`src/rtl/rvv_backend_dispatch_credit_ctrl.sv`:
```
// rvv_backend_dispatch_credit_ctrl
// ----------------------------------------------------------------------------
// Credit-based dispatch controller for the RVV backend. Each reservation
// station class (alu, pmtrdt, mul, div, lsu) and the ROB are tracked by a
// registered free-entry counter. Every cycle the longest in-order prefix of up
// to NUM_DP uops that fits the remaining credits is dispatched. Several slots
// may target the same class in one cycle.
//
// Execution unit encoding on uop_exe_unit (4 bits per slot):
//   0 ALU, 1 MUL, 2 PMT, 3 DIV, 4 CMP, 5 RDT, 6 MAC, 7 LSU, 8..15 unmapped.
//
// Ports:
//   clk, rst                  clock, synchronous active-high reset
//   uop_valid_uop2dp          slot valid from the UOP queue
//   uop_exe_unit              target execution unit per slot
//   uop_last                  last uop of the instruction
//   uop_hazard                slot must not issue this cycle
//   flush                     suppress all dispatch this cycle
//   uop_ready_dp2uop          slot popped from the UOP queue
//   rs_valid_dp2<class>       RS push strobes per class
//   mapinfo_valid_dp2lsu      same as rs_valid_dp2lsu
//   uop_valid_dp2rob          ROB allocation strobe
//   <class>_ret, rob_ret      entries freed this cycle (seen next cycle)
//   credit_err                sticky return-overflow flag, cleared by rst
//
// Optional feature macro RVV_DP_STALL_CNT_EN adds:
//   stall_cnt   [31:0]        cycles the head uop was dispatchable but held
//   stall_cause [2:0]         registered cause of first blocked slot
//                             (1 RS credit, 2 ROB, 0 none)
// ----------------------------------------------------------------------------
module rvv_backend_dispatch_credit_ctrl #(
  parameter int NUM_DP       = 2,
  parameter int ALU_DEPTH    = 8,
  parameter int PMTRDT_DEPTH = 8,
  parameter int MUL_DEPTH    = 8,
  parameter int DIV_DEPTH    = 4,
  parameter int LSU_DEPTH    = 8,
  parameter int ROB_DEPTH    = 8,
  parameter int CW           = $clog2(NUM_DP+1)
) (
  input  logic                   clk,
  input  logic                   rst,
  input  logic [NUM_DP-1:0]      uop_valid_uop2dp,
  input  logic [NUM_DP-1:0][3:0] uop_exe_unit,
  input  logic [NUM_DP-1:0]      uop_last,
  input  logic [NUM_DP-1:0]      uop_hazard,
  input  logic                   flush,
  output logic [NUM_DP-1:0]      uop_ready_dp2uop,
  output logic [NUM_DP-1:0]      rs_valid_dp2alu,
  output logic [NUM_DP-1:0]      rs_valid_dp2pmtrdt,
  output logic [NUM_DP-1:0]      rs_valid_dp2mul,
  output logic [NUM_DP-1:0]      rs_valid_dp2div,
  output logic [NUM_DP-1:0]      rs_valid_dp2lsu,
  output logic [NUM_DP-1:0]      mapinfo_valid_dp2lsu,
  output logic [NUM_DP-1:0]      uop_valid_dp2rob,
  input  logic [CW-1:0]          alu_ret,
  input  logic [CW-1:0]          pmtrdt_ret,
  input  logic [CW-1:0]          mul_ret,
  input  logic [CW-1:0]          div_ret,
  input  logic [CW-1:0]          lsu_ret,
  input  logic [CW-1:0]          rob_ret,
`ifdef RVV_DP_STALL_CNT_EN
  output logic [31:0]            stall_cnt,
  output logic [2:0]             stall_cause,
`endif
  output logic                   credit_err
);

  function automatic int imax(input int a, input int b);
    return (a > b) ? a : b;
  endfunction

  // One counter width covers every class and the ROB.
  localparam int MAXD = imax(imax(imax(ALU_DEPTH, PMTRDT_DEPTH), imax(MUL_DEPTH, DIV_DEPTH)),
                             imax(LSU_DEPTH, ROB_DEPTH));
  localparam int CNTW = imax($clog2(MAXD+1), CW);
  localparam int CW1  = CNTW + 1;
  localparam int SW   = CNTW + CW + 1;
  localparam int NCLS = 5;

  localparam logic [3:0] UNIT_ALU = 4'd0;
  localparam logic [3:0] UNIT_MUL = 4'd1;
  localparam logic [3:0] UNIT_PMT = 4'd2;
  localparam logic [3:0] UNIT_DIV = 4'd3;
  localparam logic [3:0] UNIT_CMP = 4'd4;
  localparam logic [3:0] UNIT_RDT = 4'd5;
  localparam logic [3:0] UNIT_MAC = 4'd6;
  localparam logic [3:0] UNIT_LSU = 4'd7;

  localparam logic [2:0] CLS_ALU  = 3'd0;
  localparam logic [2:0] CLS_PMT  = 3'd1;
  localparam logic [2:0] CLS_MUL  = 3'd2;
  localparam logic [2:0] CLS_DIV  = 3'd3;
  localparam logic [2:0] CLS_LSU  = 3'd4;
  localparam logic [2:0] CLS_NONE = 3'd5;

  localparam logic [CNTW-1:0] CLS_DEPTH [NCLS] = '{CNTW'(ALU_DEPTH), CNTW'(PMTRDT_DEPTH),
                                                   CNTW'(MUL_DEPTH), CNTW'(DIV_DEPTH),
                                                   CNTW'(LSU_DEPTH)};

  function automatic logic [2:0] class_of(input logic [3:0] unit);
    case (unit)
      UNIT_ALU:                     return CLS_ALU;
      UNIT_PMT, UNIT_RDT, UNIT_CMP: return CLS_PMT;
      UNIT_MUL, UNIT_MAC:           return CLS_MUL;
      UNIT_DIV:                     return CLS_DIV;
      UNIT_LSU:                     return CLS_LSU;
      default:                      return CLS_NONE;
    endcase
  endfunction

  // Non-final CMP/RDT uops share the ROB entry of the last uop.
  function automatic logic rob_need(input logic [3:0] unit, input logic last);
    return ~(((unit == UNIT_CMP) || (unit == UNIT_RDT)) && !last);
  endfunction

  // Returns {overflow, next}; overflow saturates the counter at depth.
  function automatic logic [CNTW:0] credit_update(input logic [CNTW-1:0] cur,
                                                  input logic [CNTW-1:0] used,
                                                  input logic [CW-1:0]   ret,
                                                  input logic [CNTW-1:0] depth);
    logic [SW-1:0] sum;
    sum = SW'(cur) + SW'(ret) - SW'(used);
    if ((sum > SW'(depth)) || ((ret != '0) && (cur == depth))) begin
      return {1'b1, depth};
    end else begin
      return {1'b0, sum[CNTW-1:0]};
    end
  endfunction

  logic [CNTW-1:0]   cred_r [NCLS];
  logic [CNTW-1:0]   rob_free_r;
  logic [CNTW-1:0]   cred_nxt_s [NCLS];
  logic [CNTW-1:0]   rob_nxt_s;
  logic [CNTW-1:0]   cnt_s [NCLS];
  logic [CNTW-1:0]   rob_cnt_s;
  logic [CW-1:0]     ret_s [NCLS];
  logic [CNTW:0]     upd_s;
  logic              ovf_s;
  logic [2:0]        cls_s [NUM_DP];
  logic [NUM_DP-1:0] need_s;
  logic [NUM_DP-1:0] issue_s;
  logic              chain_s;
  logic              cred_ok_s;
  logic              rob_ok_s;
`ifdef RVV_DP_STALL_CNT_EN
  logic [2:0]        cause_s;
  logic              head_stall_s;
`endif

  // In-order prefix selection against cumulative per-class and ROB usage.
  always_comb begin
    chain_s   = ~rst & ~flush;
    rob_cnt_s = '0;
    issue_s   = '0;
    cred_ok_s = 1'b0;
    rob_ok_s  = 1'b0;
`ifdef RVV_DP_STALL_CNT_EN
    cause_s   = 3'd0;
`endif
    for (int c = 0; c < NCLS; c++) begin
      cnt_s[c] = '0;
    end
    for (int i = 0; i < NUM_DP; i++) begin
      cls_s[i]  = class_of(uop_exe_unit[i]);
      need_s[i] = rob_need(uop_exe_unit[i], uop_last[i]);
    end
    for (int i = 0; i < NUM_DP; i++) begin
      cred_ok_s = 1'b0;
      for (int c = 0; c < NCLS; c++) begin
        cred_ok_s = cred_ok_s | ((cls_s[i] == 3'(c)) &
                    (({1'b0, cnt_s[c]} + CW1'(1)) <= {1'b0, cred_r[c]}));
      end
      rob_ok_s   = ({1'b0, rob_cnt_s} + CW1'(need_s[i])) <= {1'b0, rob_free_r};
      issue_s[i] = chain_s & uop_valid_uop2dp[i] & ~uop_hazard[i] &
                   (cls_s[i] != CLS_NONE) & cred_ok_s & rob_ok_s;
`ifdef RVV_DP_STALL_CNT_EN
      // Only the first slot that breaks the chain records a cause.
      cause_s = (chain_s & ~issue_s[i]) ?
                ((uop_valid_uop2dp[i] & ~uop_hazard[i] & (cls_s[i] != CLS_NONE)) ?
                 (~cred_ok_s ? 3'd1 : (~rob_ok_s ? 3'd2 : 3'd0)) : 3'd0) : cause_s;
`endif
      for (int c = 0; c < NCLS; c++) begin
        cnt_s[c] = cnt_s[c] + CNTW'(issue_s[i] & (cls_s[i] == 3'(c)));
      end
      rob_cnt_s = rob_cnt_s + CNTW'(issue_s[i] & need_s[i]);
      chain_s   = issue_s[i];
    end
  end

  // Decode issued slots into per-class strobes.
  always_comb begin
    uop_ready_dp2uop = issue_s;
    for (int i = 0; i < NUM_DP; i++) begin
      rs_valid_dp2alu[i]      = issue_s[i] & (cls_s[i] == CLS_ALU);
      rs_valid_dp2pmtrdt[i]   = issue_s[i] & (cls_s[i] == CLS_PMT);
      rs_valid_dp2mul[i]      = issue_s[i] & (cls_s[i] == CLS_MUL);
      rs_valid_dp2div[i]      = issue_s[i] & (cls_s[i] == CLS_DIV);
      rs_valid_dp2lsu[i]      = issue_s[i] & (cls_s[i] == CLS_LSU);
      mapinfo_valid_dp2lsu[i] = issue_s[i] & (cls_s[i] == CLS_LSU);
      uop_valid_dp2rob[i]     = issue_s[i] & need_s[i];
    end
  end

  // Next credit values: subtract this cycle's dispatch, add returns.
  always_comb begin
    ret_s[0] = alu_ret;
    ret_s[1] = pmtrdt_ret;
    ret_s[2] = mul_ret;
    ret_s[3] = div_ret;
    ret_s[4] = lsu_ret;
    ovf_s    = 1'b0;
    for (int c = 0; c < NCLS; c++) begin
      upd_s         = credit_update(cred_r[c], cnt_s[c], ret_s[c], CLS_DEPTH[c]);
      cred_nxt_s[c] = upd_s[CNTW-1:0];
      ovf_s         = ovf_s | upd_s[CNTW];
    end
    upd_s     = credit_update(rob_free_r, rob_cnt_s, rob_ret, CNTW'(ROB_DEPTH));
    rob_nxt_s = upd_s[CNTW-1:0];
    ovf_s     = ovf_s | upd_s[CNTW];
  end

  // Credit counters and sticky overflow flag; returns during rst are dropped.
  always_ff @(posedge clk) begin
    if (rst) begin
      for (int c = 0; c < NCLS; c++) begin
        cred_r[c] <= CLS_DEPTH[c];
      end
      rob_free_r <= CNTW'(ROB_DEPTH);
      credit_err <= 1'b0;
    end else begin
      for (int c = 0; c < NCLS; c++) begin
        cred_r[c] <= cred_nxt_s[c];
      end
      rob_free_r <= rob_nxt_s;
      credit_err <= credit_err | ovf_s;
    end
  end

`ifdef RVV_DP_STALL_CNT_EN
  assign head_stall_s = uop_valid_uop2dp[0] & ~uop_hazard[0] & ~flush & ~issue_s[0];

  // Stall statistics: wrapping count of held head cycles and last cause.
  always_ff @(posedge clk) begin
    if (rst) begin
      stall_cnt   <= 32'd0;
      stall_cause <= 3'd0;
    end else begin
      if (head_stall_s) begin
        stall_cnt <= stall_cnt + 32'd1;
      end else begin
        stall_cnt <= stall_cnt;
      end
      stall_cause <= cause_s;
    end
  end
`endif

endmodule

```
`config.mk`:
```
export PLATFORM = sky130hd
export DESIGN_NAME = rvv_backend_dispatch_credit_ctrl
export DESIGN_NICKNAME = d
export VERILOG_FILES = /design/src/rtl/rvv_backend_dispatch_credit_ctrl.sv
export SDC_FILE = /design/constraint.sdc
export NUM_CORES = 1
export LEC_CHECK = 0
export ABC_AREA = 0
export BUFFER_PORTS_ARGS = -buffer_cell sky130_fd_sc_hd__buf_2
export CORE_MARGIN = 8
export CORE_UTILIZATION = 53
export DETAILED_ROUTE_END_ITERATION = 6
export GPL_ROUTABILITY_DRIVEN = 0
export GPL_TIMING_DRIVEN = 0
export PLACE_DENSITY = 0.83
export SETUP_SLACK_MARGIN = 0.1
export SYNTH_ARGS = -nofsm -noshare
export SYNTH_HDL_FRONTEND = slang
export SYNTH_SLANG_ARGS = --single-unit
```
`constraint.sdc`:
```
create_clock -name clk -period 5.9 [get_ports clk]
set_input_delay 0 -clock clk [delete_from_list [all_inputs] [get_ports clk]]
set_output_delay 0 -clock clk [all_outputs]
set_load 0.03 [all_outputs]
```
==> results of run 1 <==
==> worst min-delay path, stage by stage <==
cell and delay [ns]:
sky130_fd_sc_hd__buf_2 0.18, sky130_fd_sc_hd__nor3_4 0.07, sky130_fd_sc_hd__nand2_1 0.05
==> cell usage in the layout (no fill, tap or decap), drive strengths merged, types with 2 or more instances in the layout <==
cell type	synthesis	final
nand2b	5	5
ha	61	61
a21oi	21	21
nor3	13	13
nor4	3	3
fa	18	18
nand3b	2	2
dfxtp	25	25
and3	5	5
and2	12	12
a311oi	2	2
nor2b	5	5
nor3b	5	5
or3	8	8
inv	97	96
xnor2	14	14
clkbuf	2	5
a211o	7	7
o2111ai	9	9
buf	4	83
a21o	6	6
xor2	2	2
a31oi	2	2
o21ai	7	7
nand2	14	14
nand3	7	7
nand4	3	3
a221o	2	2
nor2	21	21
==> path summary, 6_finish.rpt <==
check	to	slack, ns
min	rob_free_r[3]$_SDFF_PP1_	0.05
max reg2reg	credit_err$_SDFF_PP0_	0.06
max	credit_err$_SDFF_PP0_	0.06
min reg2reg	credit_err$_SDFF_PP0_	0.62
==> metal layers <==
layer	GRT usage (%)	up-vias
li1	-	1485
met1	20.9	1534
met2	32.4	91
met3	2.88	24
met4	7.13	0
met5	0	-
==> power breakdown <==
group	leakage [nW]	internal (W)	switching (W)	total (W)
Sequential	0.204	0.000171	0.00000332	0.000174
Clock	0.0255	0.0000474	0.0000617	0.000109
Combinational	1.91	0.0000738	0.0000967	0.000171
==> sequential cells by signal, indices dropped and copies added (netlist names) <==
| name | count |
|---|---|
| rob_free_r | 4 |
| cred_r | 20 |
| credit_err | 1 |
==> area by class of cell <==
cell class	instances	share of cell area, %
tap	75	2.16
inverter	97	8.86
clock buffer	3	0.949
timing repair buffer	79	11.2
multi-input combinational	269	63.8
clock inverter	1	0.115
buffer	6	0.805
sequential	25	12.0
==> repair_timing <==
action / 4_1_cts / 5_1_grt
pin swaps: 11 / 46
gates resized for setup: 33 / 87
buffers inserted: 6 / 30
hold endpoints to repair: 0 / 0
endpoints found under the setup margin: 23 / 24
==> cells by family after synthesis <==
family,count (synthesis)
AO/OA/AOI/OAI,65
XOR/XNOR,16
adder cells (fa/ha/maj),79
buffers and inverters,103
flip-flops,25
other,1
AND/OR/NAND/NOR,108
==> stage by stage <==
stage / util [%] / power [W]
after CTS: 64.3 / 0.000420
after detailed placement: 60.7 / 0.000306
after global placement: 60.7 / 0.000300
after global routing: 73.9 / 0.000478
after floorplan: - / 0.000266
final: 73.9 / 0.000454
==> reports/results.txt, run 1 <==
transition time at the pin with the least slew margin: 0.633 ns
grt ovf: 0
cell taking the most area after synthesis: sky130_fd_sc_hd__ha_1
fin crit period: 5.84 ns
area growth from synthesis to final layout: 34.9%
metal3 WL: 425 µm
largest fanout on the critical path: 4
Max transition margin: 57.8%
path class of the lowest-slack min-delay path: in2reg
count of standard-cell rows: 28
via count of the first global-routing pass: 2975
static leakage: 2.14 nW
pwr/cell area: 104 nW/µm²
maximum number of pins on one net before global-route repair: 15
Inserted Diodes: 0
path depth of the worst reg2reg path: 26
top-count cell post-synth: sky130_fd_sc_hd__inv_1
type of element launching the critical path: register
number of standard cells after synthesis: 397
Clock Latency Late Sink: 0.27 ns
setup TNS: 0 ns
post-synthesis instance area: 3220 µm²
share of synthesized flip-flops with an asynchronous set or reset: 0%
proportion of synthesized area in mux cells: 0%
Yosys reg bits: 25
Final Hold Vio Count: 0
Worst Hold Slack: 0.0482 ns
met1 routed wirelength after detailed routing: 3.68 mm
synthesized-area fraction occupied by ao, oa, aoi and oai cells: 14.4%
sequential cell area fraction in the yosys report: 15.5%
number of vias after detailed routing: 3134
floorplan core area: 5890 µm²
most used flip-flop cell after synthesis: sky130_fd_sc_hd__dfxtp_1
Final Non-Filler Cells: 555
peak per-stage delay on the critical path: 0.56 ns
Pre-Repair DR Iteration Count: 4
crit path setup slack, layout: 0.0578 ns
synthesized-area fraction occupied by xor and xnor cells: 4.35%
die extent in y: 94.0 µm
hold path startpoint: rst
CTS tree: built
number of placed I/O pins: 46
deepest level of the CTS H-tree: 1
Hold Buf Count CTS: 0
Clock Sinks: 25
post-DR vias/cell: 5.65
Final nets: 589
cell occurring most often along the worst timing path: sky130_fd_sc_hd__inv_2
total stage count of the critical path: 26
count of input and output buffers: 43
number of synthesized flops with an enable pin: 0
total setup violations reported at the end of the flow: 0
area occupied by multi-input gates: 2780 µm²
commonest cells in the netlist: 94 x sky130_fd_sc_hd__inv_1, 61 x sky130_fd_sc_hd__ha_1, 25 x sky130_fd_sc_hd__dfxtp_1
maximum operating frequency: 171 MHz
number of buffers created by CTS: 3
hold path cells: 3
share of synthesized cell area in and, or, nand and nor gates: 18.4%
die extent in x: 94.0 µm
arrival time reported for the critical path endpoint: 5.98 ns
Final Max Tran Viols: 0
status: finished, final reports clean
max cap viols: 0
share of synthesized cell area in full adder, half adder and majority cells: 34.8%
kind of end point of the critical path: register
post-detailed-placement cell area: 3570 µm²
RSZ-0062 raised after global routing: true
top cells by area in the synthesized netlist: sky130_fd_sc_hd__ha_1 24%, sky130_fd_sc_hd__dfxtp_1 16%, sky130_fd_sc_hd__fa_1 11%
dominant combinational cell family by area after synthesis: adder cells
CP delay by family, top: adder cells
initial core utilization: 54.8%
count of placed standard cells including taps: 515
Critical Path RT: 6.04 ns
Critical Path Source: rob_free_r[0]$_SDFF_PP0_
area enclosed by the die boundary: 8840 µm²
cell at the slowest stage of the critical path: sky130_fd_sc_hd__fa_1
global-route wire length before repair: 13.0 mm
detailed-placement wirelength estimate: 6.40 mm
maximum VDD drop: 0.0791 mV
startpoint of the worst-slack reg-to-reg timing path: rob_free_r[0]$_SDFF_PP0_
area share of the largest cell type after synthesis: 23.7%
Tcrit/Tclk final: 99.0%
clock slew at the register clock pins of the worst setup and hold paths: 0.10 ns
number of warning messages in the yosys log: 0
total track usage: 18.1%
CP Buf/Inv Count: 6
number of remaining DRC errors: 0
Setup WS pre-CTS: -0.404 ns
synthesized area per cell: 8.12 µm²
top metal layer carrying routed signals: met4
post-route ant nets: 0
Starting DRT DRC Count: 159
post-route cell area: 4350 µm²
drt wl/cell: 16.9 µm
Max Buffers Root-to-Sink: 2
detailed-routed wire length on met2: 5.04 mm
Unique masters post-synth: 49
post-detailed-routing wire length: 9.36 mm
clock tree root driver cell: sky130_fd_sc_hd__clkbuf_8
initial antenna violation count: 0
share of cells above drive strength 1: 41.9%
# fillers: 389
maximum clock skew at final layout: 0.00537 ns
Register Area: 523 µm²
Net Count, Synth: 505
startpoint-to-endpoint class of the critical path: reg2reg
(Power assumes the default switching activity.)
==> run 2: changes to the inputs <==
Settings changed: PLACE_DENSITY 0.83 to 0.84.
==> reports/results.txt, run 2 (synthesized netlist as in run 1, its figures left out) <==
Biggest register: cred_r
maximum VDD drop: 0.0817 mV (+3.3%)
Tcrit/Tclk final: 101% (+2.4 points)
via count of the first global-routing pass: 3047 (+2.4%)
maximum number of pins on one net before global-route repair: 16 (+1)
area enclosed by the die boundary: 8840 µm² (unchanged)
Final nets: 584 (-0.85%)
post-detailed-routing wire length: 10.6 mm (+14%)
met1 capacity usage during global routing: 20.9% (about the same)
floorplan core area: 5890 µm² (unchanged)
peak per-stage delay on the critical path: 0.48 ns (-0.08 ns)
drt wl/cell: 19.3 µm (+15%)
Largest register FFs: 20 (unchanged)
path class of the lowest-slack min-delay path: in2reg
deepest level of the CTS H-tree: 1 (unchanged)
static leakage: 2.13 nW (-0.59%)
number of vias after detailed routing: 3282 (+4.7%)
die extent in y: 94.0 µm (unchanged)
most frequent standard cell in the layout excluding fill and tap cells: sky130_fd_sc_hd__inv_1
Max Buffers Root-to-Sink: 2 (unchanged)
total track usage: 19.1% (+1.0 points)
clock tree root driver cell: sky130_fd_sc_hd__clkbuf_8
met3 usage in global routing: 2.96% (+0.080 points)
largest fanout on the critical path: 4 (unchanged)
fin crit period: 5.98 ns (+0.143 ns)
post-DR vias/cell: 5.97 (+5.7%)
transition time at the pin with the least slew margin: 0.575 ns (-0.0587 ns)
CTS tree: built
post-route ant nets: 0 (unchanged)
detailed-placement wirelength estimate: 6.63 mm (+3.6%)
Setup WS pre-CTS: -0.582 ns (-0.178 ns)
die extent in x: 94.0 µm (unchanged)
area growth from synthesis to final layout: 37.7%
cell at the slowest stage of the critical path: sky130_fd_sc_hd__or4_4
violated checks: negative setup slack
Worst Hold Slack: 0.0974 ns (+0.0492 ns)
number of remaining DRC errors: 0 (unchanged)
top flop regs: cred_r x20, rob_free_r x4, credit_err x1
pwr/cell area: 106 nW/µm² (+1.2%)
Inserted Diodes: 0 (unchanged)
max cap viols: 0 (unchanged)
Final Max Tran Viols: 0 (unchanged)
Final Hold Vio Count: 0 (unchanged)
Clock Latency Late Sink: 0.28 ns (about the same)
status: complete, but fails checks
Starting DRT DRC Count: 241 (+52%)
setup TNS: -0.216 ns (-0.216 ns)
share of cells above drive strength 1: 42.3% (+0.44 points)
initial core utilization: 54.8% (unchanged)
count of input and output buffers: 43 (unchanged)
commonest non-fill, non-tap cells in the layout: 67 x sky130_fd_sc_hd__inv_1, 43 x sky130_fd_sc_hd__buf_2, 43 x sky130_fd_sc_hd__ha_1
layer with the highest usage: met2
total setup violations reported at the end of the flow: 4 (+4)
Max transition margin: 61.6% (+3.8 points)
clock slew at the register clock pins of the worst setup and hold paths: 0.10 ns (about the same)
Pre-Repair DR Iteration Count: 5 (+1)
Hold Buf Count CTS: 0 (unchanged)
count of standard-cell rows: 28 (unchanged)
Clock Sinks: 25 (unchanged)
number of buffers created by CTS: 3 (unchanged)
grt ovf: 0 (unchanged)
GR met2 Demand/Resource: 35.5% (+3.0 points)
maximum operating frequency: 167 MHz (-2.4%)
global-route wire length before repair: 13.8 mm (+6.1%)
number of placed I/O pins: 46 (unchanged)
arrival time reported for the critical path endpoint: 6.21 ns (+0.23 ns)
type of element launching the critical path: register
startpoint-to-endpoint class of the critical path: reg2reg
Critical Path RT: 6.13 ns (+0.09 ns)
maximum clock skew at final layout: 0.00201 ns (-0.00337 ns)
RSZ-0062 raised after global routing: true
crit path setup slack, layout: -0.0849 ns (-0.143 ns)
kind of end point of the critical path: register
initial antenna violation count: 0 (unchanged)
==> run 2: worst max-delay path: cells and delay by family, from the launching register on <==
kind | cells | cell delay [ns]
flip-flops | 1 | 0.35
AO/OA/AOI/OAI | 8 | 1.14
AND/OR/NAND/NOR | 7 | 1.65
buffers and inverters | 7 | 0.88
adder cells (fa/ha/maj) | 6 | 1.89
==> run 2: stage by stage <==
stage | std cells | power (W) | util (%) | area (µm²)
2_1_floorplan | 397 | 0.000266 | - | 3270
3_3_place_gp | 515 | 0.000300 | 60.7 | 3570
3_5_place_dp | 515 | 0.000306 | 60.7 | 3570
4_1_cts | 528 | 0.000422 | 64.9 | 3820
5_1_grt | 550 | 0.000493 | 75.4 | 4440
6_report | 550 | 0.000469 | 75.4 | 4440
==> run 2: cell type report <==
cell class	count	area, µm²
repair buffers	74	474
plain buffers	6	35.0
clock inverters	1	7.51
clock buffers	3	41.3
inverters	97	390
well taps	75	93.8
fillers	339	1450
flip-flops and latches	25	517
multi-input cells	269	2880
==> run 2: final timing paths <==
path | from | end | slack (ns) | cells after the start
setup reg to reg | rob_free_r[0]$_SDFF_PP0_ | rob_free_r[1]$_SDFF_PP0_ | -0.08 | 28
setup / recovery | rob_free_r[0]$_SDFF_PP0_ | rob_free_r[1]$_SDFF_PP0_ | -0.08 | 28
hold reg to reg | credit_err$_SDFF_PP0_ | credit_err$_SDFF_PP0_ | 0.60 | 2
hold / removal | rst | cred_r[0][11]$_SDFF_PP1_ | 0.1 | 3
==> run 2: metal layers <==
| metal | wire length [µm] | vias up |
|---|---|---|
| met3 | 673 | 58 |
| met4 | 583 | 0 |
| met2 | 5450 | 180 |
| li1 | - | 1475 |
| met5 | 0 | - |
| met1 | 3930 | 1569 |
==> run 2: timing repair <==
action	in CTS	in global routing
gates resized for setup	37	98
setup buffers	9	22
setup endpoints to repair	24	24
pin swaps	22	36
==> run 2: where the power goes <==
part	switching, W	internal [W]	total, W
clock	0.0000636	0.0000480	0.000112
sequential	0.00000334	0.000172	0.000175
combinational	0.000104	0.0000780	0.000182
total	0.000171	0.000298	0.000469
==> run 3: changes to the inputs <==
Settings changed: CELL_PAD_IN_SITES_DETAIL_PLACEMENT from default to 1, CELL_PAD_IN_SITES_GLOBAL_PLACEMENT from default to 2, CORE_UTILIZATION 53 to 31, PLACE_DENSITY 0.84 to 0.83.
==> reports/results.txt, run 3 (synthesized netlist as in run 1, its figures left out) <==
status: finished, final reports clean
initial core utilization: 31.5% (-23 points)
Clock Latency Late Sink: 0.28 ns (about the same)
Biggest register: cred_r
via count of the first global-routing pass: 3191 (+4.7%)
Final Hold Vio Count: 0 (unchanged)
path depth of the worst reg2reg path: 27 (-3.6%)
number of buffers created by CTS: 3 (unchanged)
Starting DRT DRC Count: 62 (-74%)
number of vias after detailed routing: 2928 (-11%)
Pre-Repair DR Iteration Count: 4 (-1)
clock slew at the register clock pins of the worst setup and hold paths: 0.11 ns (about the same)
count of placed standard cells including taps: 576 (+12%)
Worst Hold Slack: 0.0667 ns (-0.0307 ns)
# fillers: 1200 (+250%)
drt wl/cell: 15.5 µm (-20%)
number of remaining DRC errors: 0 (unchanged)
deepest level of the CTS H-tree: 1 (unchanged)
type of element launching the critical path: register
Inserted Diodes: 0 (unchanged)
Max Buffers Root-to-Sink: 2 (unchanged)
startpoint-to-endpoint class of the critical path: reg2reg
maximum operating frequency: 170 MHz (+1.9%)
Final nets: 579 (-0.86%)
Final Max Tran Viols: 0 (unchanged)
global-route wire length before repair: 15.1 mm (+9.1%)
commonest non-fill, non-tap cells in the layout: 68 x sky130_fd_sc_hd__inv_1, 52 x sky130_fd_sc_hd__ha_1, 44 x sky130_fd_sc_hd__buf_2
area occupied by multi-input gates: 2810 µm² (-2.6%)
grt ovf: 0 (unchanged)
maximum VDD drop: 0.0820 mV (+0.33%)
CTS tree: built
area growth from synthesis to final layout: 35.7%
Hold Buf Count CTS: 0 (unchanged)
crit path setup slack, layout: 0.0261 ns (+0.111 ns)
area enclosed by the die boundary: 13900 µm² (+58%)
Setup WS pre-CTS: -0.614 ns (-0.0321 ns)
kind of end point of the critical path: register
post-detailed-placement cell area: 3650 µm² (+2.1%)
detailed-placement wirelength estimate: 7.54 mm (+14%)
share of cells above drive strength 1: 40.2% (-2.1 points)
static leakage: 2.12 nW (-0.50%)
Tcrit/Tclk final: 99.6% (-1.9 points)
maximum clock skew at final layout: 0.00853 ns (+0.00652 ns)
total setup violations reported at the end of the flow: 0 (-4)
die extent in y: 118 µm (+26%)
number of placed I/O pins: 46 (unchanged)
Register Area: 513 µm² (-0.73%)
post-route ant nets: 0 (unchanged)
Finished Core Util: 42.8% (-33 points)
clock tree root driver cell: sky130_fd_sc_hd__clkbuf_8
post-detailed-routing wire length: 9.38 mm (-12%)
Final Non-Filler Cells: 606 (+10%)
total track usage: 13.0% (-6.1 points)
initial antenna violation count: 0 (unchanged)
max cap viols: 0 (unchanged)
largest fanout on the critical path: 5 (+1)
top flop regs: cred_r x20, rob_free_r x4, credit_err x1
hold path cells: 3 (unchanged)
Critical Path RT: 6.06 ns (-0.07 ns)
count of input and output buffers: 43 (unchanged)
Clock Sinks: 25 (unchanged)
post-route cell area: 4380 µm² (-1.5%)
post-DR vias/cell: 4.83 (-19%)
arrival time reported for the critical path endpoint: 6.03 ns (-0.18 ns)
path class of the lowest-slack min-delay path: in2reg
count of standard-cell rows: 37 (+32%)
maximum number of pins on one net before global-route repair: 16 (unchanged)
transition time at the pin with the least slew margin: 0.572 ns (-0.00304 ns)
RSZ-0062 raised after global routing: true
fin crit period: 5.87 ns (-0.111 ns)
die extent in x: 118 µm (+26%)
Max transition margin: 61.9% (+0.29 points)
most frequent standard cell in the layout excluding fill and tap cells: sky130_fd_sc_hd__inv_1
Largest register FFs: 20 (unchanged)
pwr/cell area: 110 nW/µm² (+3.9%)
floorplan core area: 10200 µm² (+74%)
-- run 3: cell types whose count changed in the layout (fill, tap and decap cells not counted), moves of 2 or more --
cell / delta
sky130_fd_sc_hd__inv_2: +4
sky130_fd_sc_hd__ha_1: +9
sky130_fd_sc_hd__buf_4: -5
sky130_fd_sc_hd__ha_2: -3
sky130_fd_sc_hd__ha_4: -6
sky130_fd_sc_hd__nor2_1: -2
sky130_fd_sc_hd__o21ai_2: +2
sky130_fd_sc_hd__nand3_2: -2
sky130_fd_sc_hd__inv_4: -5
sky130_fd_sc_hd__o21ai_4: -2
-- run 3: critical path: stages (launching register included) --
cell	delay, ns
sky130_fd_sc_hd__dfxtp_2	0.35
sky130_fd_sc_hd__inv_2	0.06
sky130_fd_sc_hd__ha_2	0.20
sky130_fd_sc_hd__and3_1	0.18
sky130_fd_sc_hd__a221o_1	0.33
sky130_fd_sc_hd__a31o_4	0.25
sky130_fd_sc_hd__buf_6	0.12
sky130_fd_sc_hd__or3_4	0.39
sky130_fd_sc_hd__inv_4	0.09
sky130_fd_sc_hd__ha_4	0.19
sky130_fd_sc_hd__a21oi_2	0.12
sky130_fd_sc_hd__a211o_1	0.10
sky130_fd_sc_hd__nand4_1	0.17
sky130_fd_sc_hd__buf_4	0.19
sky130_fd_sc_hd__or3_4	0.34
sky130_fd_sc_hd__fa_1	0.50
sky130_fd_sc_hd__inv_2	0.04
sky130_fd_sc_hd__fa_1	0.48
sky130_fd_sc_hd__inv_2	0.08
sky130_fd_sc_hd__ha_4	0.13
sky130_fd_sc_hd__inv_2	0.04
sky130_fd_sc_hd__fa_2	0.40
sky130_fd_sc_hd__nand2b_4	0.17
sky130_fd_sc_hd__a21oi_4	0.17
sky130_fd_sc_hd__xnor2_2	0.14
sky130_fd_sc_hd__o2111ai_4	0.19
sky130_fd_sc_hd__nor3_2	0.21
sky130_fd_sc_hd__a31oi_1	0.09
-- run 3: worst paths after layout --
kind | startpoint | to | slack [ns]
setup / recovery | cred_r[0][2]$_SDFF_PP0_ | credit_err$_SDFF_PP0_ | 0.03
hold / removal | rst | rob_free_r[3]$_SDFF_PP1_ | 0.07
setup reg to reg | cred_r[0][2]$_SDFF_PP0_ | credit_err$_SDFF_PP0_ | 0.03
hold reg to reg | credit_err$_SDFF_PP0_ | credit_err$_SDFF_PP0_ | 0.59
-- run 3: area by class of cell --
type                    instances  share of cell area (%)
repair buffers                 69                    9.72
inverters                      97                    8.64
well taps                     136                    3.89
flip-flops and latches         25                    11.7
clock inverters                 1                   0.172
multi-input cells             269                    64.1
clock buffers                   3                   0.944
plain buffers                   6                   0.801
-- run 3: power breakdown --
group	internal, W	switching (W)
Clock	0.0000481	0.0000655
Combinational	0.0000871	0.000104
Sequential	0.000172	0.00000272
-- run 3: through the flow --
stage,TNS [ns],total power (W)
after CTS,0,0.000442
final,0,0.000480
after detailed placement,-8.89,0.000313
after global routing,-2.40,0.000509
after global placement,-6.56,0.000307
after floorplan,0,0.000266
-- run 3: what timing repair did --
item	in CTS	in global routing
endpoints found under the hold margin	0	0
setup buffers	10	16
cloned	0	0
pin swaps	23	46
setup endpoints to repair	24	24
resized for setup	49	71
-- run 3: routing by layer --
metal	share of wire [%]	GRT usage, %	routed length (µm)
met1	45	15.3	4180
met2	53	24.6	4940
met3	2.0	1.58	183
met4	0.79	2.16	74
met5	0	0	0
